==> config.mk <==
export PLATFORM = sky130hd
export DESIGN_NAME = lru_update_arbiter
export DESIGN_NICKNAME = d
export VERILOG_FILES = /design/src/rtl/lru_arbiter_pkg.sv /design/src/rtl/snoop_invalidate_fifo.sv /design/src/rtl/lru_update_arbiter.sv
export SDC_FILE = /design/constraint.sdc
export NUM_CORES = 1
export LEC_CHECK = 0
export ABC_AREA = 1
export ABC_CLOCK_PERIOD_IN_PS = 2300
export CORE_AREA = 2 2 69 84
export DETAILED_ROUTE_END_ITERATION = 16
export DIE_AREA = 0 0 71 86
export GPL_ROUTABILITY_DRIVEN = 0
export PLACE_DENSITY = 0.73
export SLEW_MARGIN = 20
export SYNTH_ARGS = -nofsm -noshare
export SYNTH_HDL_FRONTEND = slang
export SYNTH_SLANG_ARGS = --single-unit
==> constraint.sdc <==
create_clock -name clock -period 2.3 [get_ports clock]
set_clock_uncertainty 0.15 [all_clocks]
set_input_delay 0.345 -clock clock [delete_from_list [all_inputs] [get_ports clock]]
set_output_delay 0.345 -clock clock [all_outputs]
set_load 0.02 [all_outputs]
==> src/rtl/lru_arbiter_pkg.sv <==
// lru_arbiter_pkg
//   Shared types and helpers for the LRU update arbiter and its snoop queue.
//   - update_kind_t : which kind of update (if any) is sent to the LRU bank.
//   - lineWidthOf() : way-select width for a given number of ways.
//   The snoop queue entry {index, line} is declared as a packed struct in the
//   arbiter, where the index and way widths are known, and is handed to the
//   queue as a type parameter.
package lru_arbiter_pkg;

   typedef enum logic [1:0] {
      UPDATE_NONE,
      UPDATE_ACCESS,
      UPDATE_INVALIDATE
   } update_kind_t;

   // A single-way cache still needs a one-bit line field to stay legal.
   function automatic int lineWidthOf(input int lines);
      return (lines > 1) ? $clog2(lines) : 1;
   endfunction

endpackage

==> src/rtl/snoop_invalidate_fifo.sv <==
// snoop_invalidate_fifo
//   Synchronous FIFO holding pending snoop invalidates.
//   Ports:
//     clock     rising-edge clock
//     reset     synchronous, active-low; empties the queue
//     push      write pushData (ignored while full, even if popping)
//     pushData  entry to enqueue
//     pop       remove the head entry (ignored while empty)
//     headData  oldest entry, valid while !empty
//     full      count == FIFO_DEPTH
//     empty     count == 0
//     count     current occupancy
module snoop_invalidate_fifo #(
   parameter type entry_t    = logic [7:0],
   parameter int  FIFO_DEPTH = 4,
   localparam int PTR_W      = $clog2(FIFO_DEPTH),
   localparam int CNT_W      = $clog2(FIFO_DEPTH) + 1
) (
   input  logic             clock,
   input  logic             reset,
   input  logic             push,
   input  entry_t           pushData,
   input  logic             pop,
   output entry_t           headData,
   output logic             full,
   output logic             empty,
   output logic [CNT_W-1:0] count
);

   entry_t           storage [FIFO_DEPTH];
   logic [PTR_W-1:0] wrPtr;
   logic [PTR_W-1:0] rdPtr;
   logic             pushEn;
   logic             popEn;

   assign full     = (count == CNT_W'(FIFO_DEPTH));
   assign empty    = (count == '0);
   assign headData = storage[rdPtr];

   // The full test uses the current count only, so a pop never frees a slot
   // for a push in the same cycle.
   assign pushEn = push && !full;
   assign popEn  = pop && !empty;

   // Pointers are plain binary counters; the power-of-two depth makes the
   // natural overflow the wrap.
   always_ff @(posedge clock) begin
      if (!reset) begin
         wrPtr <= '0;
         rdPtr <= '0;
         count <= '0;
      end else begin
         if (pushEn) wrPtr <= wrPtr + PTR_W'(1);
         if (popEn)  rdPtr <= rdPtr + PTR_W'(1);
         case ({pushEn, popEn})
            2'b10:   count <= count + CNT_W'(1);
            2'b01:   count <= count - CNT_W'(1);
            default: count <= count;
         endcase
      end
   end

   always_ff @(posedge clock) begin
      if (pushEn) storage[wrPtr] <= pushData;
   end

endmodule

==> src/rtl/lru_update_arbiter.sv <==
// lru_update_arbiter
//   Shares the single update port of the set-associative LRU bank between the
//   CPU side (touches and invalidates) and queued snoop invalidates. A
//   starvation counter bounds how long a queued snoop can wait behind the CPU.
//   Ports:
//     clock, reset            rising-edge clock, synchronous active-low reset
//     cpuAccessRequest        CPU touch request
//     cpuInvalidateRequest    CPU invalidate request (wins over touch)
//     cpuIndex, cpuLine       set / way of the CPU request
//     cpuGrant                combinational: CPU request accepted this cycle
//     snoopyInvalidateRequest snoop invalidate push request
//     snoopyIndex, snoopyLine set / way of the snoop invalidate
//     snoopyReady             combinational: queue can accept a push
//     lruIndex, lruLine       registered set / way to the LRU bank
//     lruAccessEnable         registered one-cycle touch pulse
//     lruInvalidateEnable     registered one-cycle invalidate pulse
//     queueCount              snoop queue occupancy
module lru_update_arbiter
   import lru_arbiter_pkg::*;
#(
   parameter int  INDEX_WIDTH           = 6,
   parameter int  NUMBER_OF_CACHE_LINES = 4,
   parameter int  FIFO_DEPTH            = 4,
   parameter int  STARVATION_LIMIT      = 4,
   localparam int LINE_WIDTH            = lineWidthOf(NUMBER_OF_CACHE_LINES),
   localparam int COUNT_WIDTH           = $clog2(FIFO_DEPTH) + 1,
   localparam int STARVE_WIDTH          = $clog2(STARVATION_LIMIT + 1)
) (
   input  logic                   clock,
   input  logic                   reset,
   input  logic                   cpuAccessRequest,
   input  logic                   cpuInvalidateRequest,
   input  logic [INDEX_WIDTH-1:0] cpuIndex,
   input  logic [LINE_WIDTH-1:0]  cpuLine,
   output logic                   cpuGrant,
   input  logic                   snoopyInvalidateRequest,
   input  logic [INDEX_WIDTH-1:0] snoopyIndex,
   input  logic [LINE_WIDTH-1:0]  snoopyLine,
   output logic                   snoopyReady,
   output logic [INDEX_WIDTH-1:0] lruIndex,
   output logic [LINE_WIDTH-1:0]  lruLine,
   output logic                   lruAccessEnable,
   output logic                   lruInvalidateEnable,
   output logic [COUNT_WIDTH-1:0] queueCount
);

   typedef struct packed {
      logic [INDEX_WIDTH-1:0] index;
      logic [LINE_WIDTH-1:0]  line;
   } snoop_entry_t;

   snoop_entry_t            pushEntry;
   snoop_entry_t            headEntry;
   logic                    queueFull;
   logic                    queueEmpty;
   logic                    pushReq;
   logic                    popSel;
   logic                    cpuRequest;
   logic [STARVE_WIDTH-1:0] starveCount;

   update_kind_t            issueKind_p0;
   logic [INDEX_WIDTH-1:0]  issueIndex_p0;
   logic [LINE_WIDTH-1:0]   issueLine_p0;

   logic [INDEX_WIDTH-1:0]  lruIndex_p1;
   logic [LINE_WIDTH-1:0]   lruLine_p1;
   logic                    accessVld_p1;
   logic                    invalidateVld_p1;

   assign pushEntry   = '{index: snoopyIndex, line: snoopyLine};
   assign snoopyReady = reset && !queueFull;
   assign pushReq     = snoopyInvalidateRequest && snoopyReady;
   assign cpuRequest  = cpuAccessRequest || cpuInvalidateRequest;

   // The snoop queue wins when it is full, when the CPU has used up its
   // allowance of consecutive grants, or when the CPU is idle.
   assign popSel   = reset && !queueEmpty &&
                     (queueFull || starveCount == STARVE_WIDTH'(STARVATION_LIMIT) || !cpuRequest);
   assign cpuGrant = reset && cpuRequest && !popSel;

   snoop_invalidate_fifo #(
      .entry_t    (snoop_entry_t),
      .FIFO_DEPTH (FIFO_DEPTH)
   ) snoopQueue (
      .clock    (clock),
      .reset    (reset),
      .push     (pushReq),
      .pushData (pushEntry),
      .pop      (popSel),
      .headData (headEntry),
      .full     (queueFull),
      .empty    (queueEmpty),
      .count    (queueCount)
   );

   // Counts CPU grants taken while a snoop is waiting; any pop, or an empty
   // queue, means nothing is being starved.
   always_ff @(posedge clock) begin
      if (!reset) begin
         starveCount <= '0;
      end else if (popSel || queueEmpty) begin
         starveCount <= '0;
      end else if (cpuGrant && starveCount != STARVE_WIDTH'(STARVATION_LIMIT)) begin
         starveCount <= starveCount + STARVE_WIDTH'(1);
      end
   end

   // Stage p0: select the update for this cycle
   always_comb begin
      issueKind_p0  = UPDATE_NONE;
      issueIndex_p0 = '0;
      issueLine_p0  = '0;
      if (popSel) begin
         issueKind_p0  = UPDATE_INVALIDATE;
         issueIndex_p0 = headEntry.index;
         issueLine_p0  = headEntry.line;
      end else if (cpuGrant) begin
         issueKind_p0  = cpuInvalidateRequest ? UPDATE_INVALIDATE : UPDATE_ACCESS;
         issueIndex_p0 = cpuIndex;
         issueLine_p0  = cpuLine;
      end
   end

   // Stage p1: registered drive of the LRU bank update port
   always_ff @(posedge clock) begin
      if (!reset) begin
         lruIndex_p1      <= '0;
         lruLine_p1       <= '0;
         accessVld_p1     <= 1'b0;
         invalidateVld_p1 <= 1'b0;
      end else begin
         accessVld_p1     <= (issueKind_p0 == UPDATE_ACCESS);
         invalidateVld_p1 <= (issueKind_p0 == UPDATE_INVALIDATE);
         if (issueKind_p0 != UPDATE_NONE) begin
            lruIndex_p1 <= issueIndex_p0;
            lruLine_p1  <= issueLine_p0;
         end
      end
   end

   assign lruIndex            = lruIndex_p1;
   assign lruLine             = lruLine_p1;
   assign lruAccessEnable     = accessVld_p1;
   assign lruInvalidateEnable = invalidateVld_p1;

endmodule

Yosys cells after proc, flatten, opt, wreduce, memory -nomap -nowiden
Memory sizes are Yosys's and may differ from the RTL's. A register that Yosys moved wholly into a read port is not among the register bits.
Cells that the tools add are included.
{"block": "op_classes", "addsub": 5, "n_eq_ne": 7, "mux": 12, "n_bitwise": 1, "reduce_logical": 21}
{"operator": "2-bit 2-to-1 mux", "count": 7}
{"operator": "6-bit 2-to-1 mux", "count": 2}
{"operator": "1-bit logical AND", "count": 9}
{"operator": "3-bit by 1-bit adder with 3-bit output (second input constant)", "count": 2}
{"operator": "3-bit == test (second input constant)", "count": 2}
{"operator": "3-bit case mux with 2 select lines", "count": 1}
{"operator": "2-bit by 1-bit adder with 2-bit output (second input constant)", "count": 2}
{"operator": "2-bit by 1-bit == test with 1-bit output (second input constant)", "count": 2}
{"operator": "2-bit == test (second input constant)", "count": 2}
{"operator": "1-bit zero test", "count": 4}
{"operator": "1-bit logical OR", "count": 4}
{"operator": "2-bit nonzero test", "count": 2}
{"operator": "3-bit zero test", "count": 1}
{"operator": "3-bit != test (second input constant)", "count": 1}
{"operator": "3-bit by 1-bit subtractor with 3-bit output (second input constant)", "count": 1}
{"operator": "1-bit 2-to-1 mux", "count": 2}
{"operator": "2-bit OR reduction", "count": 1}
{"operator": "1-bit inverter", "count": 1}
{"block": "word_totals", "reg_bits": 20, "ramBits": 32, "inputBits": 21, "output_inout_bits": 15, "memories": 1}
{"name": "snoopQueue.storage", "words": 4, "word_bits": 8, "read_ports": 1, "rd_clocked_by_memory_dff": 1, "write_ports": 1, "line_no": "snoop_invalidate_fifo.sv:30", "text": "entry_t storage [FIFO_DEPTH];"}

Depth between registers and ports, before layout
Gate-level depths: netlist of the first run.
{"block": "depth", "depth_word": 9, "depth_mapped": 15, "mapped_depth_nobuf": 15}

Cells and area by module
Synthesis of the first run repeated with hierarchy kept, for this count alone.
{"block": "unflattened", "cells_unflattened": 244, "area_unflattened_um2": 2483.6}
{"module": "snoop_invalidate_fifo", "n_inst": 1, "cells_each": 145, "area_each_um2": 1681.6, "seq_area_each_um2": 1141.1}
{"module": "lru_update_arbiter", "n_inst": 1, "cells_each": 99, "area_each_um2": 802.0, "seq_area_each_um2": 260.2}

Worst setup path before layout of the first run
Ideal clock, no wire load.
{"block": "synth_path", "path_type": "flip-flop to flip-flop", "start": "register snoopQueue.count[0]", "end": "register snoopQueue.count[1]", "setup_ns": 0.070, "arrival_ns": 2.092, "required_ns": 2.080, "slack_ns": -0.011, "path_stages_with_launch": 8, "n_path_buf": 0, "synth_period_minus_slack_ns": 2.311, "path_cell_list": "dfxtp_1 -> nor2_4 -> a21oi_1 -> nand2_1 -> ha_1 -> inv_1 -> fa_1 -> a21oi_1"}
{"block": "synth_via", "elab_chain_len": 7, "word_cells_on_any_way": 18, "cone_classes": "add/sub (2); eq/ne (3); mux (1); reduce/logical (12)"}
{"element": "start: declaration", "line_no": "snoop_invalidate_fifo.sv:27", "text": "output logic [CNT_W-1:0] count"}
{"element": "start signal: assignment", "line_no": "snoop_invalidate_fifo.sv:56", "text": "2'b10: count <= count + CNT_W'(1);"}
{"element": "start signal: assignment", "line_no": "snoop_invalidate_fifo.sv:57", "text": "2'b01: count <= count - CNT_W'(1);"}
{"element": "start signal: assignment", "line_no": "snoop_invalidate_fifo.sv:58", "text": "default: count <= count;"}
{"element": "3-bit == test (*)", "line_no": "snoop_invalidate_fifo.sv:36", "text": "assign full = (count == CNT_W'(FIFO_DEPTH));"}
{"element": "1-bit zero test (*)", "line_no": "lru_update_arbiter.sv:71", "text": "assign snoopyReady = reset && !queueFull;"}
{"element": "1-bit logical AND (*)", "line_no": "lru_update_arbiter.sv:71"}
{"element": "named net snoopyReady", "line_no": "lru_update_arbiter.sv:39", "text": "output logic snoopyReady,"}
{"element": "1-bit logical AND (*)", "line_no": "lru_update_arbiter.sv:72", "text": "assign pushReq = snoopyInvalidateRequest && snoopyReady;"}
{"element": "1-bit logical AND (*)", "line_no": "snoop_invalidate_fifo.sv:42", "text": "assign pushEn = push && !full;"}
{"element": "2-bit by 1-bit == test with 1-bit output or 2-bit == test (tied branches)", "line_no": "snoop_invalidate_fifo.sv:55", "text": "case ({pushEn, popEn})"}
{"element": "3-bit case mux with 2 select lines or 2-bit nonzero test (tied branches)"}
Mark *: on every way through the listed nets, which the timed path passes. The rest lies on a longest branch.
A chain may end at the register's enable or synchronous reset.

Worst setup path in the final report of the first run
{"block": "layout_path", "start": "register starveCount[0]", "end": "register snoopQueue.count[2]"}
{"block": "layout_via", "elab_chain_len": 7, "word_cells_on_any_way": 9, "cone_classes": "eq/ne (3); mux (1); reduce/logical (5)"}
{"element": "start: declaration", "line_no": "lru_update_arbiter.sv:59", "text": "logic [STARVE_WIDTH-1:0] starveCount;"}
{"element": "start signal: assignment", "line_no": "lru_update_arbiter.sv:104", "text": "starveCount <= starveCount + STARVE_WIDTH'(1);"}
{"element": "3-bit == test (*)", "line_no": "lru_update_arbiter.sv:78", "text": "(queueFull || starveCount == STARVE_WIDTH'(STARVATION_LIMIT) || !cpuRequest);"}
{"element": "1-bit logical OR (*) (2 in series)", "line_no": "lru_update_arbiter.sv:78"}
{"element": "1-bit logical AND (*)", "line_no": "lru_update_arbiter.sv:77", "text": "assign popSel = reset && !queueEmpty &&"}
{"element": "1-bit logical AND (*)", "line_no": "snoop_invalidate_fifo.sv:43", "text": "assign popEn = pop && !empty;"}
{"element": "named net snoopQueue.popEn", "line_no": "snoop_invalidate_fifo.sv:34", "text": "logic popEn;"}
{"element": "2-bit by 1-bit == test with 1-bit output or 2-bit == test (tied branches)", "line_no": "snoop_invalidate_fifo.sv:55"}
{"element": "3-bit case mux with 2 select lines or 2-bit nonzero test (tied branches)"}
Marks and branches as above.

==> metrics.txt, run 1 <==
layout cell share with drive strength beyond 1=11.0%; Slew HR=70.2%; pin count of the biggest net entering global routing=23; CTS clock-pin slew for the worst setup and hold paths=0.09 ns; Hold-fix buffers, CTS=0; initial antenna violation count=0; Hold Path End=starveCount[0]; R2R cell count=15; Post-Syn Nets=306; Leak Pwr=0.00143 uW; Logic pwr share=15.1%; CP startpoint kind=flip-flop; Nets=356; Setup Fix Bufs, Post-CTS=0; CP arrival=2.27 ns; vias per cell=4.81; Reg2Reg Capture Point=snoopQueue.count[2]; CTS root buffer=clkbuf_8; io pins=36; Worst Setup End Kind=flip-flop; clock buffer depth=2; H-tree Lvls=2; HPWL Detailed=3.27 mm; Die ar.=6110 um2; n_diodes=0; register bit count reported by yosys=54; worst hold path stage count=2; vias=1877; global-route wire length before repair=7.60 mm; Sink Count=54; DR pass1 iterations=4; unrepaired setup endpoints after global routing=true; Worst EP required=2.35 ns; Initial Utilization=47.1%; Tcrit/Tclk final=96.6%; Worst-Skew Late Latency=0.31 ns; Setup Viol. Count Final=0; post-route ant nets=0; fin area=3070 um2; fillers=446; Post-DP Area=2980 um2; HP Class=flip-flop to flip-flop; Final Hold Viols=0; CTS tree=built; most frequent cells in the layout=62 x inv_1, 55 x nand2_1, 50 x nand3_1; IO Port Bufs=35; most common cell after layout, fill and taps aside=inv_1; Final TNS setup=0 ns; DIE WIDTH=71 um; R2R setup slack=0.08 ns; hold wc startpoint=starveCount[0]; post-synthesis cell type count=23; P per Cell Area=621 nW/um2; fin. max-slew vios=0; Mapped Cells=277; Hold WS=0.335 ns; CP Class=flip-flop to flip-flop; clock share of power=27.9%; Routed WL per cell=11.5 um; non-filler cells, final=390; share of power burned in registers=57.0%; CTS Buf Count=5; mapped cell area=2480 um2; Int Pwr=1420 uW; NetSw=490 uW; Rows=29; RR Startpoint=starveCount[0]; Sw Ratio=25.7%; run status=complete, no violations; # Max-Cap Violations=0; DRT iter0 DRCs=79; crit path time final=2.22 ns; Seq/Total Area, Yosys=56.6%; core box area=5260 um2; final WL=4.47 mm; Post-Place Cells=382; Syn-to-layout area delta=24.0%; die height=86 um; vias in the first global route=1768; Worst Tran Pin Value=0.447 ns; peak supply drop=492 uV; maximum clock rate=450 MHz; DRC Markers=0; Avg Inst Size Synth=8.94 um2; yosys warns=0; total track usage=15.8%; crit path max fanout=4; global route overflow=0
-- kinds of logic after synthesis --
logic type               Yosys count  synth area share [%]
AND/OR/NAND/NOR                  124                  22.8
buffers and inverters             71                  11.5
flip-flops                        54                  56.6
AO/OA/AOI/OAI                     19                  4.40
adder cells (fa/ha/maj)            8                  4.35
XOR/XNOR                           1                 0.354
-- critical path, stage by stage (launching register included) --
cell,delay [ns]
dfxtp_2,0.34
inv_1,0.08
ha_1,0.16
nand2_2,0.08
inv_1,0.07
nor2_2,0.04
nand2_2,0.09
nand2_4,0.05
inv_1,0.07
ha_1,0.14
inv_1,0.07
fa_2,0.34
a21oi_1,0.14
o21ai_1,0.10
o21ai_1,0.14
a21oi_1,0.05
-- worst max-delay path by stage --
stage | endpoint | cells after the start | start | slack [ns]
floorplan | snoopQueue.count[2] | 11 | snoopQueue.count[2] | 0.001
global placement | snoopQueue.count[2] | 13 | cpuInvalidateRequest | -0.19
detailed placement | snoopQueue.count[2] | 13 | cpuInvalidateRequest | -0.27
CTS | snoopQueue.count[2] | 15 | starveCount[0] | 0.005
global route | snoopQueue.count[2] | 15 | starveCount[0] | -0.03
finish | snoopQueue.count[2] | 15 | starveCount[0] | 0.08
-- power by group through the flow --
| stage | combinational [uW] | clock [uW] | sequential, uW |
|---|---|---|---|
| after global placement | 290 | 0 | 1110 |
| after detailed placement | 292 | 0 | 1110 |
| after floorplan | 141 | 0 | 1130 |
| after global routing | 323 | 584 | 1090 |
| after CTS | 292 | 554 | 1090 |
| final | 289 | 532 | 1090 |
-- sequential cells by signal, summed over array words and instances (netlist names), named ones only --
register	cells
lruLine	2
snoopQueue.storage	32
lruInvalidateEnable	1
snoopQueue.rdPtr	2
lruIndex	6
snoopQueue.count	3
lruAccessEnable	1
snoopQueue.wrPtr	2
starveCount	3
-- per-stage QoR --
stage          power (uW)  worst slack [ns]  util (%)
2_1_floorplan        1270           0.00120         -
3_3_place_gp         1400            -0.194      56.6
3_5_place_dp         1400            -0.267      56.6
4_1_cts              1930           0.00471      58.4
5_1_grt              2000           -0.0318      58.4
6_report             1910            0.0772      58.4
-- metal layers --
metal  vias to the layer above  routed length [um]  global-route usage [%]  share of wire [%]
met3                         7                 202                    3.88                4.5
li1                        974                   -                       -                  -
met1                       859                1990                    18.3                 45
met2                        37                2190                    27.2                 49
met5                         -                   0                       0                  0
met4                         0                  86                    7.89                1.9
-- timing repair --
item | CTS | global route
pin swaps | 0 | 1
gates resized for setup | 4 | 4
endpoints found under the setup margin | 3 | 2
-- area by class of cell --
class	instances	area (um2)	area share, %
sequential	54	1400	45.7
clock inverter	3	25.0	0.815
inverter	63	236	7.70
multi-input combinational	152	796	25.9
timing repair buffer	51	464	15.1
clock buffer	5	68.8	2.24
tap	62	77.6	2.53
-- synthesized netlist by cell type, drive strengths merged --
| cell type | instances | share of area, % |
|---|---|---|
| nand4 | 2 | 0.51 |
| o21ai | 9 | 1.8 |
| inv | 63 | 9.6 |
| nand2 | 58 | 9.3 |
| xor2 | 1 | 0.35 |
| nor2 | 13 | 2.4 |
| clkbuf | 3 | 0.45 |
| nand3 | 50 | 10 |
| fa | 1 | 0.81 |
| nor3b | 1 | 0.51 |
| ha | 7 | 3.5 |
| buf | 5 | 1.5 |
| a21oi | 9 | 2.3 |
| dfxtp | 22 | 18 |
| edfxtp | 32 | 39 |
| o21bai | 1 | 0.30 |
(Power assumes the default switching activity.)
==> run 2, diff against run 1 <==
- ABC_CLOCK_PERIOD_IN_PS: 2300 -> 1900
- clock period: 2.3 -> 1.9 ns (I/O delays scaled with it)
==> run 2 against run 1 <==
  * Sequential power grew 20%
  * Die area is the same
  * Count of clock-buffer cells in the layout grew 1
  * Power grew 29%
  * Largest cell class unchanged
  * The run now ends with negative setup slack left
  * Cell count grew 3.3%
  * Combinational power grew 35%
  * First-iteration DRC count shrank 13%
  * Maximum frequency grew 3.6%
  * Final area grew 5.3%
  * Clock power grew 43%
  * Highest routed layer unchanged
==> metrics.txt, run 2 (synthesized netlist as in run 1, its figures left out) <==
n_diodes=0 (unchanged); peak supply drop=392 uV (-20%); Buf+Inv Stages, Crit Path=4 (unchanged); Worst path top cell family by delay=adder cells; Sw Ratio=24.1% (-1.5 points); Worst Tran Pin Value=0.497 ns (+0.0501 ns); max reg flops=32 (unchanged); CTS root buffer=clkbuf_8; clock share of power=30.9% (+3.0 points); final WL=4.78 mm (+7.0%); DIE WIDTH=71 um (unchanged); post-route setup slack=-0.246 ns (-0.323 ns); pin count of the biggest net entering global routing=21 (-8.7%); Hold-fix buffers, CTS=0 (unchanged); post-route ant nets=0 (unchanged); vias=1918 (+2.2%); io pins=36 (unchanged); R2R cell count=15 (unchanged); die height=86 um (unchanged); global-route wire length before repair=7.93 mm (+4.4%); P per Cell Area=763 nW/um2 (+23%); Final TNS setup=-0.425 ns (-0.425 ns); DRT iter0 DRCs=69 (-13%); # Max-Cap Violations=0 (unchanged); Leak Pwr=0.00150 uW (+5.1%); H-tree Lvls=2 (unchanged); Worst Setup End Kind=flip-flop; RR Startpoint=starveCount[1]; maximum clock rate=466 MHz (+3.6%); run status=finished with violations; R2R setup slack=-0.25 ns (-0.32 ns); Setup Viol. Count Final=3 (+3); HPWL Detailed=3.36 mm (+2.7%); fin. max-slew vios=0 (unchanged); CTS tree=built; IO Port Bufs=35 (unchanged); CP Class=flip-flop to flip-flop; Die ar.=6110 um2 (unchanged); Routed WL per cell=11.9 um (+3.6%); CP startpoint kind=flip-flop; CP most frequent cell=inv_2; Initial Utilization=47.1% (unchanged); Hold Path End=snoopQueue.wrPtr[1]; total track usage=16.6% (+0.77 points); CTS clock-pin slew for the worst setup and hold paths=0.10 ns (about the same); vias per cell=4.76 (-1.1%); CP arrival=2.20 ns (-0.07 ns); CP max stage delay=0.36 ns (+0.02 ns); Hold WS=0.391 ns (+0.0559 ns); vias in the first global route=1771 (+0.17%); most common cell after layout, fill and taps aside=inv_1; share of power burned in registers=53.3% (-3.7 points); Place WS=-0.518 ns (-0.251 ns); Worst-Skew Late Latency=0.31 ns (about the same); initial antenna violation count=0 (unchanged); HP Class=flip-flop to flip-flop; Logic pwr share=15.8% (+0.7 points); Syn-to-layout area delta=30.5%; core box area=5260 um2 (unchanged); Reg2Reg Capture Point=snoopQueue.count[2]; critical-path cell list=inv_2, ha_4, nand2_4, inv_2, nor2_2, nand2_2, nand2_4, inv_4, ha_4, inv_2, fa_2, a21oi_2, o21ai_2, o21ai_1, a21oi_1; Largest Register=snoopQueue.storage; global route overflow=0 (unchanged); CTS Buf Count=5 (unchanged); overall power=2470 uW (+29%); Slew HR=66.9% (-3.3 points); Int Pwr=1870 uW (+32%); crit path max fanout=4 (unchanged); Tcrit/Tclk final=113% (+16 points); Nets=369 (+3.7%); NetSw=595 uW (+22%); Rows=29 (unchanged); hold wc startpoint=snoopQueue.wrPtr[1]; final core utilization=61.4% (+3.1 points); Final Hold Viols=0 (unchanged); worst hold path stage count=2 (unchanged); unrepaired setup endpoints after global routing=true; most frequent cells in the layout=57 x inv_1, 55 x nand2_1, 50 x nand3_1; failing checks=negative setup slack; crit path time final=2.15 ns (-0.0769 ns); DRC Markers=0 (unchanged); Slowest cell on crit path=fa_2; Sink Count=54 (unchanged); clock buffer depth=2 (unchanged); layout cell share with drive strength beyond 1=18.5% (+7.5 points); DR pass1 iterations=4 (unchanged); Worst EP required=1.95 ns (-0.40 ns)
run 2: cell count changes in the layout (fill, tap and decap cells not counted), moves of 2 or more:
cell | before | now
buf_4 | 16 | 30
dfxtp_1 | 21 | 17
ha_1 | 7 | 5
inv_2 | 1 | 5
dfxtp_2 | 1 | 5
inv_1 | 62 | 57
ha_4 | 0 | 2
run 2: through the flow:
| step | instance area, um2 | std cells |
|---|---|---|
| global route | 3230 | 403 |
| global placement | 3090 | 391 |
| finish | 3230 | 403 |
| detailed placement | 3090 | 391 |
| floorplan | 2520 | 277 |
| CTS | 3230 | 403 |
run 2: how the worst max path moves through the flow:
stage                    startpoint                   to  depth (start not counted)  slack [ns]
5_1_grt              starveCount[1]  snoopQueue.count[2]                         15       -0.37
3_3_place_gp   cpuInvalidateRequest  snoopQueue.count[2]                         13       -0.45
2_1_floorplan        starveCount[0]  snoopQueue.count[2]                         15       -0.19
3_5_place_dp   cpuInvalidateRequest  snoopQueue.count[2]                         13       -0.52
4_1_cts              starveCount[1]  snoopQueue.count[2]                         15       -0.12
6_report             starveCount[1]  snoopQueue.count[2]                         15       -0.25
run 2: cell type report:
type | instances | area (um2)
inverters | 63 | 239
flip-flops and latches | 54 | 1410
well taps | 62 | 77.6
multi-input cells | 152 | 836
repair buffers | 64 | 561
fillers | 449 | 2030
clock buffers | 6 | 72.6
clock inverters | 2 | 38.8
run 2: worst register-to-register path: cells and delay by family (launching register included):
kind / cells / cell delay, ns
AOI/OAI and AO/OA: 4 / 0.48
adders and majority gates: 3 / 0.61
buffers and inverters: 4 / 0.21
DFF: 1 / 0.34
and+or+nand+nor: 4 / 0.26
run 2: metal layers:
layer  share of wire, %  GRT usage, %  vias up
li1                   -             -      997
met1                 46          20.5      878
met2                 49          27.8       37
met3                3.5          2.94        6
met4                1.4          8.40        0
met5                  0             0        -
run 2: what timing repair did:
action	CTS	global route
pin swaps	4	2
resized for setup	11	2
hold endpoints to repair	0	0
endpoints found under the setup margin	4	7
buffers inserted	4	1
run 2: power groups by stage:
stage	Clock (uW)	Sequential (uW)	Combinational, uW
5_1_grt	827	1320	431
3_3_place_gp	0	1340	378
4_1_cts	773	1310	394
6_report	761	1310	390
3_5_place_dp	0	1340	387
2_1_floorplan	0	1370	180
